--- src/rtl/imem_port_arbiter.sv ---
// Round-robin arbiter giving the fetch (F) and data (D) ports shared access to a single-ported memory with 1-cycle read latency.
// Build option: define ARB_ADDR_CHECK_EN to reject out-of-window or misaligned addresses (DEADBEEF response plus err pulse).
module imem_port_arbiter #(
  parameter logic [31:0] BASE_ADDR   = 32'h80020000,
  parameter int          MEM_BYTES   = 1024,
  parameter int          STALL_CNT_W = 16
) (
  input  logic                   clock,
  input  logic                   reset,
  input  logic                   f_req,
  input  logic [31:0]            f_addr,
  output logic                   f_gnt,
  output logic [31:0]            f_rdata,
  output logic                   f_rvalid,
  input  logic                   d_req,
  input  logic                   d_we,
  input  logic [31:0]            d_addr,
  input  logic [31:0]            d_wdata,
  output logic                   d_gnt,
  output logic [31:0]            d_rdata,
  output logic                   d_rvalid,
  output logic                   mem_en,
  output logic                   mem_we,
  output logic [31:0]            mem_addr,
  output logic [31:0]            mem_wdata,
  input  logic [31:0]            mem_rdata,
  output logic [STALL_CNT_W-1:0] f_stall_cnt,
  output logic                   err
);

  // Handshake: each requester holds req and its payload stable until gnt (combinational, same cycle);
  // the matching rvalid pulses exactly one cycle after the grant, and a new grant may be issued that same cycle.

  localparam logic [32:0] WIN_LO = {1'b0, BASE_ADDR};
  localparam logic [32:0] WIN_HI = {1'b0, BASE_ADDR} + 33'(MEM_BYTES);

  logic                   last_d;      // 1 = D was granted most recently
  logic                   grant_f;
  logic                   grant_d;
  logic                   grant_any;
  logic                   addr_illegal;
  logic                   addr_bad;
  logic [31:0]            gnt_addr;
  logic                   resp_valid;
  logic                   resp_f;
  logic                   resp_we;
  logic                   resp_err;
  logic [31:0]            resp_data;
  logic [31:0]            f_rdata_q;
  logic [31:0]            d_rdata_q;
  logic [STALL_CNT_W-1:0] stall_q;

  always_comb begin
    grant_f   = !reset && f_req && (!d_req || last_d);
    grant_d   = !reset && d_req && !grant_f;
    grant_any = grant_f || grant_d;
    gnt_addr  = grant_d ? d_addr : f_addr;
  end

  assign addr_illegal = ({1'b0, gnt_addr} < WIN_LO) || ({1'b0, gnt_addr} >= WIN_HI) ||
                        (gnt_addr[1:0] != 2'b00);

`ifdef ARB_ADDR_CHECK_EN
  assign addr_bad = grant_any && addr_illegal;
`else
  logic unused_addr_illegal;
  assign unused_addr_illegal = addr_illegal;
  assign addr_bad = 1'b0;
`endif

  always_comb begin
    f_gnt     = grant_f;
    d_gnt     = grant_d;
    mem_en    = grant_any && !addr_bad;
    mem_we    = grant_any && !addr_bad && grant_d && d_we;
    mem_addr  = gnt_addr;
    mem_wdata = grant_d ? d_wdata : 32'h0;
  end

  // Response stage: the winner sees rvalid next cycle, the other port keeps its last data.
  always_comb begin
    resp_data = resp_err ? 32'hDEADBEEF : (resp_we ? 32'h0 : mem_rdata);
    f_rvalid  = !reset && resp_valid && resp_f;
    d_rvalid  = !reset && resp_valid && !resp_f;
    err       = !reset && resp_valid && resp_err;
    f_rdata   = reset ? 32'h0 : (f_rvalid ? resp_data : f_rdata_q);
    d_rdata   = reset ? 32'h0 : (d_rvalid ? resp_data : d_rdata_q);
    f_stall_cnt = stall_q;
  end

  always_ff @(posedge clock) begin
    if (reset) begin
      last_d     <= 1'b1;
      resp_valid <= 1'b0;
      resp_f     <= 1'b0;
      resp_we    <= 1'b0;
      resp_err   <= 1'b0;
      f_rdata_q  <= 32'h0;
      d_rdata_q  <= 32'h0;
      stall_q    <= '0;
    end else begin
      if (grant_any) last_d <= grant_d;
      resp_valid <= grant_any;
      resp_f     <= grant_f;
      resp_we    <= grant_d && d_we;
      resp_err   <= addr_bad;
      if (f_rvalid) f_rdata_q <= resp_data;
      if (d_rvalid) d_rdata_q <= resp_data;
      if (f_req && !grant_f && (stall_q != {STALL_CNT_W{1'b1}}))
        stall_q <= stall_q + STALL_CNT_W'(1);
    end
  end

endmodule
--- config.mk ---
export PLATFORM = sky130hd
export DESIGN_NAME = imem_port_arbiter
export DESIGN_NICKNAME = d
export VERILOG_FILES = /design/src/rtl/imem_port_arbiter.sv
export SDC_FILE = /design/constraint.sdc
export NUM_CORES = 1
export LEC_CHECK = 0
export ABC_CLOCK_PERIOD_IN_PS = 5170
export CORE_UTILIZATION = 30
export CTS_BUF_LIST = sky130_fd_sc_hd__clkbuf_4 sky130_fd_sc_hd__clkbuf_8
export DETAILED_ROUTE_END_ITERATION = 16
export GPL_ROUTABILITY_DRIVEN = 0
export PLACE_DENSITY = 0.71
export SLEW_MARGIN = 20
export SYNTH_ARGS = -nofsm -noshare
export SYNTH_HDL_FRONTEND = slang
export SYNTH_SLANG_ARGS = --single-unit
--- constraint.sdc ---
create_clock -name clock -period 5.17 [get_ports clock]
set_input_delay 1.2925 -clock clock [delete_from_list [all_inputs] [get_ports clock]]
set_output_delay 1.2925 -clock clock [all_outputs]
set_load 0.01 [all_outputs]
==> summary.md <==
| Metric | Value |
|---|---|
| Rows | 42 |
| Area grow syn2layout | 78.4% |
| IO buf count | 282 |
| Final Non-Filler Cells | 953 |
| Cell mode on critical path | clkdlybuf4s50_1 |
| CP max stage delay | 0.51 ns |
| Initial Utilization | 0.307 |
| Crit Path Class | primary input to output port |
| Hold_buf cts | 0 |
| Post-route worst setup slack | 0.284 ns |
| Post-route cell area | 7220 µm² |
| Post-synth EDFFs | 0 |
| Total CTS buffers | 9 |
| RSZ-0062 raised after global routing | false |
| Ys Warns | 0 |
| Seq pwr share | 0.450 |
| Max_cap viols | 0 |
| Area of the core | 13200 µm² |
| Initial antenna violation count | 0 |
| Combinational Power Share | 0.229 |
| WL/cell | 17.1 µm |
| Setup TNS | 0 ns |
| Leakage | 2.55 nW |
| First-pass GRT wire length | 24800 µm |
| Seq cells post-synth | 84 |
| Post-Route WL | 16300 µm |
| Vias in the first global route | 4559 |
| Critical Path Sink Type | output port |
| Sequential area share after synthesis | 0.415 |
| Max IR drop VDD | 113 µV |
| Antenna cell count | 0 |
| Total power | 1.49 mW |
| Grt total ovfl | 0 |
| Max Slew Vio Count | 0 |
| Pre-CTS setup slack | 0.313 ns |
| # placed instances | 937 |
| Clock Path Buffers | 2 |
| Critical-path cell list | clkdlybuf4s50_1, and2b_1, nor3_1, nor3b_4, buf_12, mux2_2, clkdlybuf4s50_1 |
| Residual DRC | 0 |
| DPL Wire Length | 13100 µm |
| Outcome | complete, no violations |
| Via density | 4.75 |
| Worst-path maximum fanout | 67 |
| Area fraction of the dominant cell type after synthesis | 0.415 |
| # resized after CTS | 0 |
| Data required, critical path | 3.88 ns |
| Area leader, netlist | dfxtp_1 |
| 1st-iter DRT viols | 289 |
| Die footprint | 14000 µm² |
| Die W | 118 µm |
| Most frequent cells in the layout | 281 x clkdlybuf4s50_1, 128 x nand2_1, 84 x dfxtp_1 |
| CTS tree | yes |
| Slew HR | 0.345 |
| Root Driver | clkbuf_8 |
| Layout net count | 906 |
| Top cells by area, synth | dfxtp_1 42%, nand2_1 12%, mux2_2 9.5%, a21oi_1 9.1%, and2_1 5.4% |
| Max H-tree Level | 3 |
| Cell Pwr Density | 206 nW/µm² |
| Postcts setup bufs | 0 |
| Max Freq | 205 MHz |
| Fraction of registers with async set/reset | 0 |
| Fraction of layout cells with a size suffix above 1 | 0.0862 |
| Largest net degree at the start of global routing | 68 |
| Final Util | 0.547 |
| Class of the worst hold path | flip-flop to flip-flop |
| Syn_nets | 639 |
| Clock power frac | 0.321 |
| Worst-margin pin slew | 0.976 ns |
| # IOs | 284 |
| Pre-antenna DRT Iters | 5 |
| Antenna-violating nets left | 0 |
| Clock skew | 0.0118 ns |
| Fin Hold WS | 0.465 ns |
| Post-synthesis cell area | 4050 µm² |
| Sink Count | 84 |
| Die height | 118 µm |
| Syn Inst Count | 505 |
| P_int | 1.12 mW |
| Clk_lat worst skew | 0.35 ns |
| Yosys cell types | 45 |
| Endpoints failing hold | 0 |
| Fin crit share | 0.945 |
| Prevailing post-synth register cell | dfxtp_1 |
| Mean Syn Cell Area | 8.02 µm² |
| Final setup viols | 0 |
| Most common cell after layout, fill and taps aside | clkdlybuf4s50_1 |
| Startpoint Class | primary input |
| Sw frac | 0.250 |
| Net Sw Power | 372 µW |
| Worst path slowest cell | clkdlybuf4s50_1 |
| Tot GR Track Use | 0.231 |
| DP Area | 7020 µm² |
| Via count | 4528 |
| CTS clock-pin slew for the worst setup and hold paths | 0.08 ns |
| Tmin final | 4.89 ns |
| Worst Path Buf+Inv | 3 |
| Top Family by Delay on Critical Path | buffers and inverters |
| Crit path arrival time | 3.59 ns |
[worst reg2reg max path: stages, from the launching register on]
cell	delay [ns]
dfxtp_1	0.45
nand4_1	0.29
nor4_4	0.73
nor4_2	0.12
mux2_4	0.33
[final cells by class]
cell class              instances  area [µm²]
clock buffers                  12         153
inverters                       6        22.5
flip-flops and latches         84        1680
multi-input cells             379        2190
well taps                     176         220
clock inverters                 4        48.8
repair buffers                292        2910
fillers                      1211        5970
[path summary, 6_finish.rpt]
| check | from | end | slack, ns | cells past startpoint |
|---|---|---|---|---|
| setup / recovery | d_req | mem_addr[15] | 0.28 | 7 |
| setup reg to reg | f_stall_cnt[12]$_SDFFE_PP0P_ | f_stall_cnt[11]$_SDFFE_PP0P_ | 3.14 | 4 |
| hold reg to reg | f_rdata_q[11]$_DFF_P_ | f_rdata_q[11]$_DFF_P_ | 0.46 | 2 |
| hold / removal | f_rdata_q[11]$_DFF_P_ | f_rdata_q[11]$_DFF_P_ | 0.46 | 2 |
[per-layer routing]
metal / vias up / routed length [µm] / share of wire / GRT usage
met3: 30 / 1190 / 0.073 / 0.0637
li1: 2227 / - / - / -
met5: - / 0 / 0 / 0
met1: 2088 / 5770 / 0.35 / 0.231
met4: 0 / 612 / 0.037 / 0.106
met2: 183 / 8770 / 0.54 / 0.438
[cells by family after synthesis]
group	count (synthesis)	synth area share
simple gates	247	0.309
compound gates	95	0.128
flops	84	0.415
buf+inv	42	0.0451
mux	35	0.0983
fa+ha+maj	1	0.00309
other cells	1	0.000926
[power by group through the flow]
stage	sequential [mW]	combinational [mW]	clock, mW
after global routing	0.672	0.362	0.522
after global placement	0.684	0.340	0
after floorplan	0.683	0.124	0
after CTS	0.670	0.344	0.490
final	0.670	0.342	0.479
after detailed placement	0.686	0.343	0
[state kept, by name (all words and copies together) (netlist names)]
signal and flops:
last_d 1, resp_f 1, f_rdata_q 32, f_stall_cnt 16, d_rdata_q 32, resp_valid 1, resp_we 1
[synth_stat cells, types with 2 or more instances]
master and instances:
nor2b_1 34, nor2_1 10, nand2_1 128, o31ai_1 6
or4_1 7, clkbuf_1 20, mux2_2 34, a21oi_1 74
buf_1 3, nor3_1 3, o41ai_1 2, o21ai_0 5
and4_1 2, buf_2 9, and3_1 2, nand3b_1 2
nand4_1 5, dfxtp_1 84, and2_1 35, nand2b_1 2
nor4_1 2, or3_1 2, clkbuf_2 2, nand3_1 6
inv_1 6
Power figures use the tool's default switching activity.
